## src/rtl/hilo_pkg.sv

```systemverilog
// Shared funct codes, FSM state type and op-decode helpers for the HI/LO multiply/divide unit.
package hilo_pkg;

   localparam logic [5:0] OP_MULT  = 6'b011000;
   localparam logic [5:0] OP_MULTU = 6'b011001;
   localparam logic [5:0] OP_DIV   = 6'b011010;
   localparam logic [5:0] OP_DIVU  = 6'b011011;
   localparam logic [5:0] OP_MTHI  = 6'b010001;
   localparam logic [5:0] OP_MTLO  = 6'b010011;

   typedef enum logic [1:0] {IDLE, RUN, FIN} hilo_state_t;

   function automatic logic is_mul_op(input logic [5:0] op);
      return (op == OP_MULT) || (op == OP_MULTU);
   endfunction

   function automatic logic is_div_op(input logic [5:0] op);
      return (op == OP_DIV) || (op == OP_DIVU);
   endfunction

   function automatic logic is_signed_op(input logic [5:0] op);
      return (op == OP_MULT) || (op == OP_DIV);
   endfunction

endpackage

```

## src/rtl/muldiv_iter_core.sv

```systemverilog
// Unsigned radix-2 datapath: shift-add multiply or restoring divide, one step per cycle,
// WIDTH steps after load.
module muldiv_iter_core #(
   parameter int unsigned WIDTH = 32
) (
   input  logic               CLK,
   input  logic               RST_N,
   input  logic               load,
   input  logic               is_div,
   input  logic [WIDTH-1:0]   a_mag,
   input  logic [WIDTH-1:0]   b_mag,
   output logic               step_done,
   output logic [2*WIDTH-1:0] prod,
   output logic [WIDTH-1:0]   quo,
   output logic [WIDTH-1:0]   rem
);

   localparam int unsigned CW = (WIDTH > 1) ? $clog2(WIDTH) : 1;

   logic [WIDTH-1:0] hi_q, lo_q, b_q;
   logic [CW-1:0]    cnt_q;
   logic             run_q, div_q;

   logic [WIDTH:0]   mul_sum;
   logic [WIDTH:0]   div_shift;
   logic [WIDTH:0]   div_diff;
   logic             div_ok;

   always_comb begin
      mul_sum   = {1'b0, hi_q} + (lo_q[0] ? {1'b0, b_q} : '0);
      div_shift = {hi_q, lo_q[WIDTH-1]};
      div_diff  = div_shift - {1'b0, b_q};
      // Shifted remainder is below 2*b, so a set MSB can only mean a borrow.
      div_ok    = ~div_diff[WIDTH];
      step_done = run_q && (cnt_q == CW'(WIDTH - 1));
   end

   always_ff @(posedge CLK or negedge RST_N) begin
      if (!RST_N) begin
         hi_q  <= '0;
         lo_q  <= '0;
         b_q   <= '0;
         cnt_q <= '0;
         run_q <= 1'b0;
         div_q <= 1'b0;
      end else if (load) begin
         hi_q  <= '0;
         lo_q  <= a_mag;
         b_q   <= b_mag;
         cnt_q <= '0;
         run_q <= 1'b1;
         div_q <= is_div;
      end else if (run_q) begin
         if (div_q) begin
            if (div_ok) begin
               hi_q <= div_diff[WIDTH-1:0];
               lo_q <= {lo_q[WIDTH-2:0], 1'b1};
            end else begin
               hi_q <= div_shift[WIDTH-1:0];
               lo_q <= {lo_q[WIDTH-2:0], 1'b0};
            end
         end else begin
            hi_q <= mul_sum[WIDTH:1];
            lo_q <= {mul_sum[0], lo_q[WIDTH-1:1]};
         end
         cnt_q <= step_done ? '0 : cnt_q + 1'b1;
         if (step_done) run_q <= 1'b0;
      end
   end

   assign prod = {hi_q, lo_q};
   assign quo  = lo_q;
   assign rem  = hi_q;

endmodule

```

## src/rtl/hilo_muldiv_unit.sv

```systemverilog
// HI/LO owner: accepts mult/div/mthi/mtlo via start/busy, runs the iterative core,
// applies sign fix-up and writes HI/LO with a one-cycle done pulse.
module hilo_muldiv_unit
   import hilo_pkg::*;
#(
   parameter int unsigned WIDTH = 32
) (
   input  logic             CLK,
   input  logic             RST_N,
   input  logic             start,
   input  logic [5:0]       op,
   input  logic [WIDTH-1:0] A,
   input  logic [WIDTH-1:0] B,
   output logic             busy,
   output logic             done,
   output logic             div_zero,
   output logic [WIDTH-1:0] HI,
   output logic [WIDTH-1:0] LO
);

   hilo_state_t      state_q;
   logic [WIDTH-1:0] hi_q, lo_q;
   logic             busy_q, done_q, dz_q;
   logic             div_q, neg_lo_q, neg_hi_q;

   logic               op_mul, op_div, op_signed;
   logic               a_neg, b_neg, b_zero, load;
   logic [WIDTH-1:0]   a_mag, b_mag;
   logic               step_done;
   logic [2*WIDTH-1:0] prod, prod_neg;
   logic [WIDTH-1:0]   quo, rem;
   logic [WIDTH-1:0]   fin_hi, fin_lo;

   always_comb begin
      op_mul    = is_mul_op(op);
      op_div    = is_div_op(op);
      op_signed = is_signed_op(op);
      a_neg     = op_signed & A[WIDTH-1];
      b_neg     = op_signed & B[WIDTH-1];
      a_mag     = a_neg ? -A : A;
      b_mag     = b_neg ? -B : B;
      b_zero    = (B == '0);
      load      = (state_q == IDLE) && start && (op_mul || (op_div && !b_zero));
   end

   muldiv_iter_core #(
      .WIDTH(WIDTH)
   ) u_core (
      .CLK       (CLK),
      .RST_N     (RST_N),
      .load      (load),
      .is_div    (op_div),
      .a_mag     (a_mag),
      .b_mag     (b_mag),
      .step_done (step_done),
      .prod      (prod),
      .quo       (quo),
      .rem       (rem)
   );

   // Most-negative / -1 needs no special case: the quotient magnitude negates onto itself.
   always_comb begin
      prod_neg = -prod;
      if (div_q) begin
         fin_lo = neg_lo_q ? -quo : quo;
         fin_hi = neg_hi_q ? -rem : rem;
      end else begin
         {fin_hi, fin_lo} = neg_lo_q ? prod_neg : prod;
      end
   end

   always_ff @(posedge CLK or negedge RST_N) begin
      if (!RST_N) begin
         state_q  <= IDLE;
         hi_q     <= '0;
         lo_q     <= '0;
         busy_q   <= 1'b0;
         done_q   <= 1'b0;
         dz_q     <= 1'b0;
         div_q    <= 1'b0;
         neg_lo_q <= 1'b0;
         neg_hi_q <= 1'b0;
      end else begin
         done_q <= 1'b0;
         dz_q   <= 1'b0;
         unique case (state_q)
            IDLE: begin
               if (start) begin
                  if (op == OP_MTHI) begin
                     hi_q <= A;
                  end else if (op == OP_MTLO) begin
                     lo_q <= A;
                  end else if (op_div && b_zero) begin
                     done_q <= 1'b1;
                     dz_q   <= 1'b1;
                  end else if (op_mul || op_div) begin
                     state_q  <= RUN;
                     busy_q   <= 1'b1;
                     div_q    <= op_div;
                     neg_lo_q <= a_neg ^ b_neg;
                     neg_hi_q <= op_div & a_neg;
                  end
               end
            end
            RUN: begin
               if (step_done) state_q <= FIN;
            end
            FIN: begin
               hi_q    <= fin_hi;
               lo_q    <= fin_lo;
               done_q  <= 1'b1;
               busy_q  <= 1'b0;
               state_q <= IDLE;
            end
            default: begin
               state_q <= IDLE;
               busy_q  <= 1'b0;
            end
         endcase
      end
   end

   assign busy     = busy_q;
   assign done     = done_q;
   assign div_zero = dz_q;
   assign HI       = hi_q;
   assign LO       = lo_q;

endmodule

```

## config.mk

```make
export PLATFORM = sky130hd
export DESIGN_NAME = hilo_muldiv_unit
export DESIGN_NICKNAME = d
export VERILOG_FILES = /design/src/rtl/hilo_pkg.sv /design/src/rtl/muldiv_iter_core.sv /design/src/rtl/hilo_muldiv_unit.sv
export SDC_FILE = /design/constraint.sdc
export NUM_CORES = 1
export LEC_CHECK = 0
export ABC_AREA = 1
export CELL_PAD_IN_SITES_DETAIL_PLACEMENT = 0
export CELL_PAD_IN_SITES_GLOBAL_PLACEMENT = 1
export CORE_MARGIN = 3
export CORE_UTILIZATION = 30
export CTS_CLUSTER_DIAMETER = 120
export DETAILED_ROUTE_END_ITERATION = 10
export HOLD_SLACK_MARGIN = 0.06
export PLACE_DENSITY_LB_ADDON = 0.1
export SLEW_MARGIN = 10
export SYNTH_ARGS = -nofsm -noshare
export SYNTH_HDL_FRONTEND = slang
export SYNTH_SLANG_ARGS = --single-unit
```

## constraint.sdc

```tcl
create_clock -name CLK -period 3.6 [get_ports CLK]
set_input_delay 0.54 -clock CLK [delete_from_list [all_inputs] [get_ports CLK]]
set_output_delay 0.54 -clock CLK [all_outputs]
set_load 0.005 [all_outputs]
```

After elaboration in Yosys (flattened, before gate mapping)
Cells that the tools add are included.
{ "op_classes": {"reduce_logical": 20, "mux": 48, "bitwise": 8, "n_addsub": 8, "n_eq_ne": 17} }
{ "op_table": {"columns": ["op", "count"], "rows": [
  ["32-bit 2-to-1 mux", 19],
  ["32-bit negation", 4],
  ["32-bit one-hot mux with 2 select lines", 2],
  ["64-bit 2-to-1 mux", 1],
  ["64-bit negation", 1],
  ["6-bit by 5-bit equality test with 1-bit output, second input constant", 6],
  ["32-bit by 33-bit adder with 33-bit output", 1],
  ["33-bit by 32-bit subtractor with 33-bit output", 1],
  ["32-bit zero test", 1],
  ["6-bit AND reduction", 3],
  ["5-bit 2-to-1 mux", 3],
  ["1-bit 2-to-1 mux", 14],
  ["2-bit 2-to-1 mux", 6],
  ["2-bit by 1-bit != test with 1-bit output, second input constant", 4],
  ["2-bit != test, second input constant", 4],
  ["5-bit by 1-bit adder with 5-bit output, second input constant", 1],
  ["5-bit equality test, second input constant", 1],
  ["1-bit logical AND", 5],
  ["1-bit logical OR", 5],
  ["1-bit inverter", 4],
  ["1-bit one-hot mux with 2 select lines", 2],
  ["2-bit one-hot mux with 2 select lines", 1],
  ["4-bit AND reduction", 1],
  ["2-bit nonzero test", 2],
  ["other kinds (7)", 9]
]} }
{ "word_totals": {"in_bits": 73, "reg_bits": 175, "elab_cells": 116, "output_inout_bits": 67} }

Logic depth before layout (Yosys ltp)
{ "logic_depth": {"word_depth": 9, "ltp_mapped": 22, "ltp_nobuf": 20} }

Modules after synthesis
Synthesis repeated with hierarchy kept, for this count alone.
{ "unflattened": {"cells_unflattened": 3508, "hier_area_um2": 19985.4} }
{ "modules_own_cells": {"columns": ["mod", "cells_per_inst", "instances", "area_each_um2", "seq_area_each_um2"], "rows": [
  ["muldiv_iter_core", 1702, 1, 10396.2, 2577.5],
  ["hilo_muldiv_unit", 1806, 1, 9589.2, 1801.7]
]} }

Least setup slack after synthesis
No wires, ideal clock.
{ "synth_path": {"path_type": "register to register", "from": "register u_core.lo_q[0], in the netlist u_core.quo[0]", "to": "register u_core.hi_q[27], in the netlist u_core.rem[27]", "period_less_slack_ps": 2525, "setup_ps": 116, "n_path_buf": 2, "setup_slack_ps": 1075, "arrival_time_ps": 2408, "stages_incl_launch_ff": 22, "required_ps": 3484, "cell_sequence": "dfrtp_1 -> buf_2 -> clkbuf_1 -> nand2_1 -> inv_1 -> ha_1 -> inv_1 -> fa_1 -> inv_1 -> nand3_1 -> nand3_1 -> nand2_1 -> nand2_1 -> nand2_1 -> nand2_1 -> nand2_1 -> nand3_1 -> nand2_1 -> nor2_1 -> nor2_1 -> nand2_1 -> nand2_1"} }
{ "synth_between": {"elab_chain_cells": 5} }
{ "synth_lines": {"columns": ["item", "line", "text"], "rows": [
  ["from (decl)", "muldiv_iter_core.sv:20", "logic [WIDTH-1:0] hi_q, lo_q, b_q;"],
  ["from (signal assigned)", "muldiv_iter_core.sv:48", "lo_q <= a_mag;"],
  ["from (signal assigned)", "muldiv_iter_core.sv:57", "lo_q <= {lo_q[WIDTH-2:0], 1'b1};"],
  ["from (signal assigned)", "muldiv_iter_core.sv:60", "lo_q <= {lo_q[WIDTH-2:0], 1'b0};"],
  ["32-bit 2-to-1 mux", "muldiv_iter_core.sv:30", "mul_sum = {1'b0, hi_q} + (lo_q[0] ? {1'b0, b_q} : '0);"],
  ["32-bit by 33-bit adder with 33-bit output", "muldiv_iter_core.sv:30", null],
  ["32-bit 2-to-1 mux", "muldiv_iter_core.sv:54", "if (div_q) begin"],
  ["32-bit 2-to-1 mux", "muldiv_iter_core.sv:53", "end else if (run_q) begin"],
  ["32-bit 2-to-1 mux", "muldiv_iter_core.sv:46", "end else if (load) begin"],
  ["to (signal assigned)", "muldiv_iter_core.sv:56", "hi_q <= div_diff[WIDTH-1:0];"],
  ["to (signal assigned)", "muldiv_iter_core.sv:59", "hi_q <= div_shift[WIDTH-1:0];"],
  ["to (signal assigned)", "muldiv_iter_core.sv:63", "hi_q <= mul_sum[WIDTH:1];"],
  ["to (decl)", "muldiv_iter_core.sv:20", null]
]} }
Every way passes these cells. The select of a mux whose other input is x is not followed.
A chain may end at the register's enable or synchronous reset.

Final worst setup path
{ "layout_path": {"from": "register u_core.lo_q[31], in the netlist u_core.quo[31]", "to": "register u_core.hi_q[25], in the netlist u_core.rem[25]"} }
{ "layout_between": {"elab_chain_cells": 5} }
{ "layout_lines": {"columns": ["item", "line", "text"], "rows": [
  ["33-bit by 32-bit subtractor with 33-bit output", "muldiv_iter_core.sv:32", "div_diff = div_shift - {1'b0, b_q};"],
  ["32-bit 2-to-1 mux", "muldiv_iter_core.sv:55", "if (div_ok) begin"],
  ["32-bit 2-to-1 mux", "muldiv_iter_core.sv:54", null],
  ["32-bit 2-to-1 mux", "muldiv_iter_core.sv:53", null],
  ["32-bit 2-to-1 mux", "muldiv_iter_core.sv:46", null]
]} }
Every way passes these cells. The select of a mux whose other input is x is not followed.

==> metrics.md <==
| Metric | Value |
|---|---|
| H-Tree Depth | 4 |
| Total GRT Usage | 28.98% |
| Fraction of layout cells with a size suffix above 1 | 5.058% |
| Via count | 21145 |
| CP Capture Type | flip-flop |
| Vias in the first global route | 20421 |
| Pins over their slew limit | 0 |
| Die area | 63020 µm² |
| DR WL/cell | 22.90 µm |
| Max stage delay on crit path | 0.47 ns |
| Synthesized area | 18010 µm² |
| Synth cell types | 49 |
| Post-synthesis cell count | 3128 |
| Post-DRT Antenna Nets | 0 |
| RSZ-0062 raised after global routing | no |
| CP Cell Sequence | inv_1 -> ha_1 -> fa_1 -> inv_1 -> nand3_2 -> nand2_2 -> nand2_2 -> nand2_2 -> nand2_2 -> nand2_2 -> nand2_4 -> nand2_4 -> nand2_4 -> nand2_4 -> nand2_1 -> nand2_1 -> nand2_1 -> nand2_1 -> nand2_1 |
| Buffers plus inverters on the worst setup path | 2 |
| Avg Synthesized Cell Area | 5.759 µm² |
| Relative slew margins | 45.62% |
| DRC | 0 |
| Total grt overflow | 0 |
| TNS Setup | 0 ns |
| Max Clock Skew | 0.02656 ns |
| Clock latency on the worst-skew pair | 0.50 ns |
| Num rows | 89 |
| Pin count of the biggest net entering global routing | 82 |
| TritonCTS Sinks | 175 |
| Synth warn | 0 |
| Drt pass-1 iters | 6 |
| Core area | 59240 µm² |
| Critical Path AT | 3.73 ns |
| # hold bufs at CTS | 0 |
| Fin crit share | 92.54% |
| Worst path slowest cell | dfrtp_1 |
| Cell count of the worst reg-to-reg path | 19 |
| R2R Path Start | u_core.quo[31] |
| Post-route design area | 21130 µm² |
| Asr flop ratio synth | 100.0% |
| Drt via density | 5.215 |
| Clk slew on worst S/H paths | 0.09 ns |
| Post-cts repair resize count | 0 |
| Max rail drop VDD | 508.7 µV |
| Routed wire length | 92870 µm |
| Min Tclk post-route | 3.332 ns |
| HP Class | in -> async |
| #FFs+latches synth | 175 |
| Pwr dens | 1063 nW/µm² |
| Outcome | complete, no violations |
| Filler cells | 6692 |
| Fmax | 300.2 MHz |
| Starting Density | 30.41% |
| Crit path required time | 4.00 ns |
| Routability cong. | 0.9670 |
| Placed cells | 4023 |
| Final nets | 3414 |
| Inserted Diodes | 0 |
| Worst Tran Pin Value | 0.8156 ns |
| DP Wirelength | 77050 µm |
| Crit path launch | u_core.quo[31] |
| Layout Cells excl Fill | 4055 |
| Max Root-Sink Buffers | 2 |
| CTS Buf Count | 17 |
| Kind of critical path | reg -> reg |
| Initial antenna violation count | 2 |
| Die Y | 251.0 µm |
| First-pass GRT wire length | 135600 µm |
| Max_cap viols | 0 |
| Top FF cell, synth | dfrtp_1 |
| CTS tree | yes |
| Final hold vios | 0 |
| Final setup fails | 0 |
| Area after DPL | 20520 µm² |
| Register area share after synthesis | 24.31% |
| Startpoint class of the critical path | flip-flop |
| Setup bufs post-CTS | 0 |
| P&R area growth vs syn | 17.30% |
| Critical-path maximum fanout | 33 |
| Leak | 10.97 nW |
| Root Buffer | clkbuf_16 |
| EDFF count, synth | 0 |
| CP Depth | 19 |
| DR iter-0 viols | 2056 |
| Number of I/O port buffers | 139 |
| IO Count | 140 |
| Crit path max-delay family | simple AND/OR/NAND/NOR gates |
| Die Wd | 251.0 µm |
| Mapped Nets | 3273 |
-- stage by stage --
stage               total power (W)  hold slack (ns)  worst slack [ns]  utilization, %
floorplan                   0.01384           0.2444             1.075               -
global placement            0.02023           0.4652            0.3193           34.64
detailed placement          0.02020           0.4701            0.3489           34.64
CTS                         0.02227           0.1377            0.3450           35.67
global route                0.02432           0.1658            0.1055           35.67
finish                      0.02246           0.1132            0.2684           35.67
-- cells by family (layout without fill, tap and decap cells) --
family	after synthesis	in the layout	share of synthesized area (%)
AND/OR/NAND/NOR	1850	1850	42.60
buffers and inverters	575	729	12.67
AO/OA/AOI/OAI	386	386	11.93
flip-flops	175	175	24.31
adder cells (fa/ha/maj)	72	72	5.084
XOR/XNOR	70	70	3.403
-- sequential cells by signal (all words and copies together), names as in the netlist --
name          count
div_zero          1
u_core.cnt_q      5
done              1
u_core.b_q       32
u_core.rem       32
neg_hi_q          1
u_core.div_q      1
u_core.run_q      1
LO               32
busy              1
div_q             1
HI               32
state_q           2
u_core.quo       32
neg_lo_q          1
-- layout make-up --
type,count,area [µm²],area share (%)
clock buffer,17,425.4,2.013
clock inverter,15,182.7,0.8646
inverter,485,1822,8.622
multi-input combinational,2378,11370,53.82
sequential,175,4380,20.73
tap,773,967.2,4.577
timing repair buffer,212,1981,9.374
-- power by group --
| group | internal (W) | total (W) | leakage (nW) | switching, W |
|---|---|---|---|---|
| clock | 0.000947 | 0.00199 | 0.294 | 0.00104 |
| combinational | 0.00518 | 0.0159 | 8.61 | 0.0108 |
| sequential | 0.00294 | 0.00454 | 2.06 | 0.00159 |
| total | 0.00907 | 0.0225 | 11.0 | 0.0134 |
-- routing by layer --
layer | track usage (%) | vias up | routed length (µm)
met3 | 3.569 | 91 | 5561
li1 | - | 10164 | -
met1 | 41.48 | 10152 | 43200
met5 | 0 | - | 0
met4 | 7.575 | 0 | 2170
met2 | 46.20 | 738 | 41940
-- worst register-to-register path, cell delays in order (launching register included) --
cell and delay (ns):
dfrtp_1 0.47, inv_1 0.18, ha_1 0.27, fa_1 0.43
inv_1 0.15, nand3_2 0.08, nand2_2 0.15, nand2_2 0.07
nand2_2 0.13, nand2_2 0.07, nand2_2 0.10, nand2_4 0.10
nand2_4 0.10, nand2_4 0.07, nand2_4 0.32, nand2_1 0.25
nand2_1 0.13, nand2_1 0.05, nand2_1 0.07, nand2_1 0.05
-- synthesized netlist by cell type, drive strengths merged (38+ instances only) --
library cell | number | area (µm²)
xor2 | 47 | 411.6
nand2 | 1107 | 4230
inv | 473 | 1775
clkbuf | 38 | 142.6
o21ai | 175 | 883.3
buf | 52 | 317.8
ha | 70 | 875.8
a21oi | 110 | 561.8
nor2 | 360 | 1409
dfrtp | 175 | 4379
nand3 | 274 | 1386
nand4 | 46 | 287.8
-- worst paths after layout --
kind	slack, ns	endpoint
max	0.27	u_core.rem[25]
min	0.11	HI[10]
max reg2reg	0.27	u_core.rem[25]
min reg2reg	0.49	LO[1]
max in group asynchronous	2.63	LO[26]
min in group CLK	0.49	LO[1]
-- placed cells by master (no fill, tap or decap), drive strengths merged --
master and count:
nand2 1107, o31ai 4, nand3 274, a21o 3, inv 481, nor3 32
a211oi 1, o21ai 175, o22ai 26, and3 5, fa 2, clkdlybuf4s50 138
a31oi 25, o2111ai 1, dfrtp 175, a22o 2, clkbuf 18, nor4 7
xnor2 23, nand4 46, o211ai 15, o221ai 2, o21a 2, nor3b 1
nand3b 4, clkinv 18, clkinvlp 1, o21bai 18, and2 6, or2 8
a21oi 110, o32ai 1, o211a 1, xor2 47, ha 70, nor2 360
buf 73
No activity file was read; power rests on OpenSTA's default activity.
